### config.mk
export PLATFORM = sky130hd
export DESIGN_NAME = npu_vec_core
export DESIGN_NICKNAME = d
export VERILOG_FILES = /design/src/rtl/npu_vec_core.sv
export SDC_FILE = /design/constraint.sdc
export NUM_CORES = 1
export LEC_CHECK = 0
export BUFFER_PORTS_ARGS = -buffer_cell sky130_fd_sc_hd__buf_2
export CAP_MARGIN = 0
export CORE_ASPECT_RATIO = 0.7
export CORE_MARGIN = 4
export CORE_UTILIZATION = 55
export CTS_CLUSTER_DIAMETER = 100
export DETAILED_ROUTE_END_ITERATION = 10
export GPL_TIMING_DRIVEN = 0
export PLACE_DENSITY = 0.79
export SLEW_MARGIN = 20
export SYNTH_ARGS = -nofsm -noshare
export SYNTH_HDL_FRONTEND = slang
export SYNTH_SLANG_ARGS = --single-unit
### constraint.sdc
create_clock -name CLKEXT -period 9.45 [get_ports CLKEXT]
set_clock_uncertainty 0.15 [all_clocks]
set_input_delay 1.4175 -clock CLKEXT [delete_from_list [all_inputs] [get_ports CLKEXT]]
set_output_delay 1.4175 -clock CLKEXT [all_outputs]
set_load 0.03 [all_outputs]
### src/rtl/npu_vec_core.sv
// npu_vec_core: LANES-wide signed multiply-accumulate with bias, shift, saturation and an output FIFO.
// Optional ReLU clamp is compiled in when the macro NPU_RELU_EN is defined.

module npu_vec_core #(
  parameter int LANES      = 4,
  parameter int DW         = 8,
  parameter int ACC_W      = 24,
  parameter int FIFO_DEPTH = 4,
  parameter int SHIFT      = 0
) (
  input  logic                CLKEXT,
  input  logic                RST_GLO,
  input  logic                START,
  input  logic [7:0]          LEN,
  input  logic [DW-1:0]       BIAS_IN,
  input  logic                RELU_MODE,
  input  logic [LANES*DW-1:0] D_IN,
  input  logic [LANES*DW-1:0] W_IN,
  input  logic                IN_VALID,
  output logic                IN_READY,
  input  logic                OUT_READY,
  output logic                OUT_VALID,
  output logic [DW-1:0]       D_OUT,
  output logic                FIFO_FULL,
  output logic                FIFO_EMPTY,
  output logic                BUSY,
  output logic                DONE
);

  localparam int AW = $clog2(FIFO_DEPTH);
  localparam logic [AW:0] DEPTH_C = (AW+1)'(FIFO_DEPTH);
  localparam logic signed [ACC_W:0] SAT_MAX = (ACC_W+1)'((2**(DW-1)) - 1);
  localparam logic signed [ACC_W:0] SAT_MIN = (ACC_W+1)'(-(2**(DW-1)));

  typedef enum logic [1:0] {IDLE, ACC, BIAS, WRITE} state_t;

  state_t                  state;
  logic [7:0]              len_q;
  logic [7:0]              beat_cnt;
  logic signed [DW-1:0]    bias_q;
  logic                    relu_q;
  logic signed [ACC_W-1:0] acc;
  logic signed [DW-1:0]    res_q;
  logic                    done_q;

  logic signed [2*DW-1:0]  prod [LANES];
  logic signed [ACC_W-1:0] beat_sum;
  logic signed [ACC_W:0]   biased;
  logic signed [ACC_W:0]   shifted;
  logic signed [DW-1:0]    sat_val;
  logic signed [DW-1:0]    result;

  logic [DW-1:0]           mem [FIFO_DEPTH];
  logic [AW-1:0]           wr_ptr;
  logic [AW-1:0]           rd_ptr;
  logic [AW:0]             count;
  logic                    push;
  logic                    pop;

  // Per-lane signed products, summed into the accumulator width (wraps with acc).
  always_comb begin
    // NOTE: every combinational variable gets a value before any branch so no latch is inferred.
    beat_sum = '0;
    for (int i = 0; i < LANES; i++) begin
      prod[i]  = $signed(D_IN[i*DW +: DW]) * $signed(W_IN[i*DW +: DW]);
      beat_sum = beat_sum + ACC_W'(prod[i]);
    end
  end

  // One guard bit keeps acc + bias from wrapping before the clamp.
  always_comb begin
    biased  = $signed({acc[ACC_W-1], acc}) + (ACC_W+1)'(bias_q);
    shifted = biased >>> SHIFT;
    if (shifted > SAT_MAX)      sat_val = {1'b0, {(DW-1){1'b1}}};
    else if (shifted < SAT_MIN) sat_val = {1'b1, {(DW-1){1'b0}}};
    else                        sat_val = shifted[DW-1:0];
    result = sat_val;
`ifdef NPU_RELU_EN
    if (relu_q && sat_val[DW-1]) result = '0;
`endif
  end

`ifndef NPU_RELU_EN
  logic unused_relu;
  assign unused_relu = relu_q;
`endif

  assign push = (state == WRITE) && !FIFO_FULL;
  assign pop  = OUT_VALID && OUT_READY;

  // NOTE: state registers use non-blocking assignments so every flop samples pre-edge values.
  always_ff @(posedge CLKEXT) begin
    if (RST_GLO) begin
      state    <= IDLE;
      len_q    <= '0;
      beat_cnt <= '0;
      bias_q   <= '0;
      relu_q   <= 1'b0;
      acc      <= '0;
      res_q    <= '0;
      done_q   <= 1'b0;
    end else begin
      done_q <= 1'b0;
      case (state)
        IDLE: begin
          if (START) begin
            len_q    <= LEN;
            bias_q   <= BIAS_IN;
            relu_q   <= RELU_MODE;
            acc      <= '0;
            beat_cnt <= '0;
            state    <= (LEN != 8'd0) ? ACC : BIAS;
          end
        end
        ACC: begin
          if (IN_VALID) begin
            acc      <= acc + beat_sum;
            beat_cnt <= beat_cnt + 8'd1;
            if (beat_cnt + 8'd1 == len_q) state <= BIAS;
          end
        end
        BIAS: begin
          res_q <= result;
          state <= WRITE;
        end
        WRITE: begin
          // Holds here while the FIFO is full; the result is never dropped.
          if (!FIFO_FULL) begin
            state  <= IDLE;
            done_q <= 1'b1;
          end
        end
        default: state <= IDLE;
      endcase
    end
  end

  always_ff @(posedge CLKEXT) begin
    if (RST_GLO) begin
      wr_ptr <= '0;
      rd_ptr <= '0;
      count  <= '0;
    end else begin
      if (push) wr_ptr <= wr_ptr + 1'b1;
      if (pop)  rd_ptr <= rd_ptr + 1'b1;
      case ({push, pop})
        2'b10:   count <= count + 1'b1;
        2'b01:   count <= count - 1'b1;
        default: count <= count;
      endcase
    end
  end

  // NOTE: the storage array has no reset; D_OUT is forced to zero while the FIFO is empty instead.
  always_ff @(posedge CLKEXT) begin
    if (push) mem[wr_ptr] <= res_q;
  end

  assign FIFO_EMPTY = (count == '0);
  assign FIFO_FULL  = (count == DEPTH_C);
  assign OUT_VALID  = !FIFO_EMPTY;
  assign D_OUT      = FIFO_EMPTY ? '0 : mem[rd_ptr];
  assign IN_READY   = (state == ACC);
  assign BUSY       = (state != IDLE);
  assign DONE       = done_q;

endmodule
After elaboration in Yosys (flattened, before gate mapping) --
Memories as Yosys holds them, arrays and structs flattened. A register that Yosys moved wholly into a read port is not among the register bits. Cells that the tools add are included.
Cells by class: add/sub/neg operators 10, multiply operators 4, div/mod/pow operators 0, magnitude comparators 2, equal/unequal tests 11, shifts and indexed selects 0, multiplexer cells 21, bitwise operators 1, reduce and logical (&&, ||, !) cells 14
Operators with widths (number):
- $mul A8 B8 Y16 | 4
- $mux W24 | 2
- $pmux W24 S2 | 1
- $mux W8 | 5
- $add A24 B8 Y25 | 1
- $gt A25 B8 Y1 const B | 1
- $lt A25 B8 Y1 const B | 1
- $add A24 B19 Y24 | 1
- $add A18 B16 Y19 | 1
- $add A17 B16 Y18 | 1
- $add A16 B16 Y17 | 1
- $pmux W8 S2 | 1
- $mux W2 | 7
- $add A8 B1 Y8 const B | 1
- $eq A8 B8 Y1 | 1
- $pmux W2 S4 | 1
- $reduce_bool A8 Y1 | 1
- $eq A2 B2 Y1 const B | 3
- $ne A2 B2 Y1 const B | 3
- $pmux W3 S2 | 1
- $reduce_bool A2 Y1 | 3
- $add A2 B1 Y2 const B | 2
- $eq A2 B1 Y1 const B | 2
- $reduce_and A4 Y1 | 1
- other kinds (13) | 17
Word-level totals: flip-flop bits (word level) 66, bits in latches 0, memory bits (writable) 32, ROM bits 0, bits of input ports 86, output and inout port bits 14, word-level logic and storage cells 74, memories 1
Memories:
- mem | words 4, width 8, rd ports 1, clocked after Yosys merged registers in 1, wr ports 1, RTL line 53 | logic [DW-1:0] mem [FIFO_DEPTH];

Logic depth before layout (Yosys ltp) --
depth after elaboration 7, depth in mapped cells 27, depth with buffers taken out 26

Worst setup path after synthesis --
No wires, ideal clock.
path type input to register, from in W_IN[0], to reg acc[22], setup time 117 ps, arrival 8365 ps, required time 9183 ps, slack 818 ps, cell stages on the path 25, buffers on the path 0, path through nand2_1 -> inv_1 -> fa_1 -> inv_1 -> fa_1 -> inv_1 -> fa_1 -> inv_1 -> fa_1 -> inv_1 -> fa_1 -> fa_1 -> inv_1 -> fa_1 -> fa_1 -> inv_1 -> ha_1 -> a2111o_1 -> nand2_1 -> o2111a_1 -> nor4b_1 -> o41ai_1 -> o21ai_0 -> xor2_1 -> a22o_1
On the way: cells in the longest elaborated chain, start to end 7
Ends and longest elaborated chain:
- start, declared | RTL line 18 | input logic [LANES*DW-1:0] W_IN,
- $mul A8 B8 Y16 | RTL line 65 | prod[i] = $signed(D_IN[i*DW +: DW]) * $signed(W_IN[i*DW +: DW]);
- $add A16 B16 Y17 | RTL line 66 | beat_sum = beat_sum + ACC_W'(prod[i]);
- $add A17 B16 Y18 | RTL line 66
- $add A18 B16 Y19 | RTL line 66
- $add A24 B19 Y24 | RTL line 117 | acc <= acc + beat_sum;
- $mux W24 | RTL line 116 | if (IN_VALID) begin
- $pmux W24 S2 | RTL line 104 | case (state)
- end signal, assigned | RTL line 117
- end, declared | RTL line 42 | logic signed [ACC_W-1:0] acc;
Every way passes these cells. The select of a mux whose other input is x is not followed. A chain may end at the register's enable or synchronous reset.

Worst setup path in the final report --
from in W_IN[1], to reg acc[22]
The elaborated chain is that of the path after synthesis.

==> results.tsv <==
stage	metric	value	unit
setup_path	Crit-path slowest cell	inv_1	
yosys	Net Count, Synth	2528	
cts	CTS tree	built	
cts	Hold Buf Count CTS	0	
drt	DRT Wirelength	42000	um
yosys	area leader, netlist	fa_1	
final_layout	commonest non-fill, non-tap cell in the layout	inv_1	
yosys	number of flops mapped to enable cells by yosys	32	
timing	RSZ-0062 raised after global routing	no	
worst_hold_path	Hold Path Class	reg -> reg	
setup_path	most used cell, CP	fa_1	
drt	wire per inst	17.2	um
yosys	sequential fraction of the synthesis area	12.5	%
drt	initial DRC count	1008	
drt	remaining antenna violation count after routing	0	
setup_path	largest fanout on the critical path	15	
drt	DRT Pass-1 Iters	5	
yosys	Synth cell types	77	
cts	Clk Latency, worst-skew pair	0.35	ns
drt	drt drc	0	
setup_path	Worst path max stage delay	0.59	ns
die	I/O pins	100	
yosys	asr flop ratio synth	0	%
timing	Least-Margin Pin Slew	0.903	ns
cts	CTS HTree Levels	3	
setup_path	critical path endpoint category	flip-flop	
cts	TritonCTS Buffers	9	
yosys	prevailing post-synth register cell	dfxtp_1	
placed_design	placed cell count	2422	
run	Max Cap Viol	0	
drt	Vias/cell	5.43	
setup_path	CP arrival	9.04	ns
yosys	Synth Register Bits	100	
timing	post-route clock period utilization	94.6	%
timing	fin. max-slew vios	0	
timing	final hold violations	0	
yosys	area of the mapped netlist	0.0185	mm^2
final_layout	fraction of layout cells with a size suffix above 1	7.21	%
die	Horiz. Die Dim	227	um
grt	Congestion Overflow GR	0	
grt	vias in the first global route	14197	
placed_design	Port Buf Inserts	93	
cts	number of post-CTS setup repair buffers	0	
timing	clock period minus worst slack	8.94	ns
die	Core Box Area	0.0328	mm^2
timing	headroom to the max-slew limit	39.2	%
timing	maximum clock rate	112	MHz
cts	PostCTS Resize Cnt	0	
yosys	Mapped Cells	1902	
grt	GRT Util Overall	24.3	%
drt	DR vias	13239	
final_layout	Fillers	2670	
placed_design	GP Congestion	0.933	
grt	largest net degree at the start of global routing	19	
timing	Final setup violation count	0	
cts	clk buf depth	2	
grt	global-route wire length before repair	71700	um
yosys	Avg Inst Size Synth	9.75	um^2
cts	Clock transition at path regs	0.07	ns
run_status	status	finished clean	
setup_path	Crit Path Class	in -> reg	
die	Initial Util	56.6	%
die	die area	0.0368	mm^2
yosys	Ys Warns	0	
die	Die H	162	um
yosys	share of the synthesized area in the top cell type	42.8	%
grt	initial antenna violation count	2	
final_layout	Area Growth Syn to Fin	7.01	%
setup_path	CP Launch Type	input port	
final_layout	Layout Nets	2632	
final_layout	non-filler cells, final	2439	
placed_design	dpl hpwl	37000	um
yosys	Synth area leaders	fa_1, ha_1, inv_1	
cts	clock root cell	clkbuf_16	
final_layout	commonest cells after routing, fill and taps aside	inv_1, fa_1, nand2_1	
setup_path	WP data required	9.54	ns
die	FP Rows	55	
cts	clk sinks	100	
==> stage by stage <==
stage / hold WS, ns / setup slack [ns] / area (um^2) / util (%) / setup TNS, ns
after floorplan: 0.288 / 0.818 / 18500 / - / 0
after global placement: 0.304 / 0.000703 / 19500 / 59.7 / 0
after detailed placement: 0.322 / -0.138 / 19500 / 59.7 / -0.138
after CTS: 0.331 / 0.213 / 19800 / 60.6 / 0
after global routing: 0.348 / 0.206 / 19800 / 60.6 / 0
final: 0.333 / 0.507 / 19800 / 60.6 / 0
==> state kept, by name, summed over array words and instances (netlist names), 3 cells and up, named ones only <==
signal / cells
bias_q: 8
len_q: 8
count: 3
mem: 32
res_q: 8
beat_cnt: 8
acc: 24
==> critical path, delay by kind of cell <==
family | cells | cell delay [ns]
xor gates and xnor gates | 1 | 0.12
AOI/OAI and AO/OA | 4 | 1.00
adders and majority gates | 9 | 4.44
and+or+nand+nor | 5 | 1.07
buffers and inverters | 7 | 1.02
==> logic make-up after synthesis <==
group,after synthesis,synth area share [%]
DFF,100,12.5
muxes,11,1.15
and+or+nand+nor,498,13.6
xor gates and xnor gates,66,3.12
buffers and inverters,503,10.4
adders and majority gates,540,52.5
AOI/OAI and AO/OA,184,6.73
==> Yosys cell counts, types with 5 or more instances <==
cell / n
or3_1: 6
xor2_1: 22
o21ai_0: 25
edfxtp_1: 32
xnor2_1: 44
nor2_1: 81
or2_2: 5
nand2_1: 163
fa_1: 396
ha_1: 144
a21o_1: 15
a21oi_1: 55
mux4_2: 8
nand3_1: 15
dfxtp_1: 68
a211oi_1: 11
nor3_1: 11
clkbuf_1: 22
nor2b_1: 23
nand2b_1: 13
inv_1: 476
a22oi_1: 21
o21a_1: 6
a31oi_1: 6
and3_1: 8
and2_1: 146
==> cell type report <==
cell class                      instances  area [um^2]  share of cell area (%)
Sequential cell                       100         2320                    11.7
Antenna cell                            1         2.50                  0.0126
Timing Repair Buffer                   93          465                    2.35
Clock inverter                          5         62.6                   0.315
Clock buffer                           11          233                    1.17
Multi-Input combinational cell       1299        14300                    72.1
Buffer                                 27          134                   0.675
Tap cell                              427          534                    2.69
Inverter                              476         1790                    9.01
==> path summary, 6_finish.rpt <==
path	start	end	slack [ns]	depth (start not counted)
hold / removal	len_q[7]	len_q[7]	0.33	2
hold reg to reg	len_q[7]	len_q[7]	0.33	2
setup / recovery	W_IN[1]	acc[22]	0.51	26
setup reg to reg	acc[5]	acc[22]	1.79	22
==> per-layer routing <==
metal  vias to the layer above  part of all wire [%]  track usage [%]
met5                         -                 0.033                0
met4                         2                   1.6             4.29
met3                        69                   8.1             4.65
met2                       499                    47             38.1
met1                      6673                    44             36.1
li1                       5996                     -                -
Power is not shown: default switching activity piles up to over one toggle a cycle in this logic, so the estimate is an artifact.
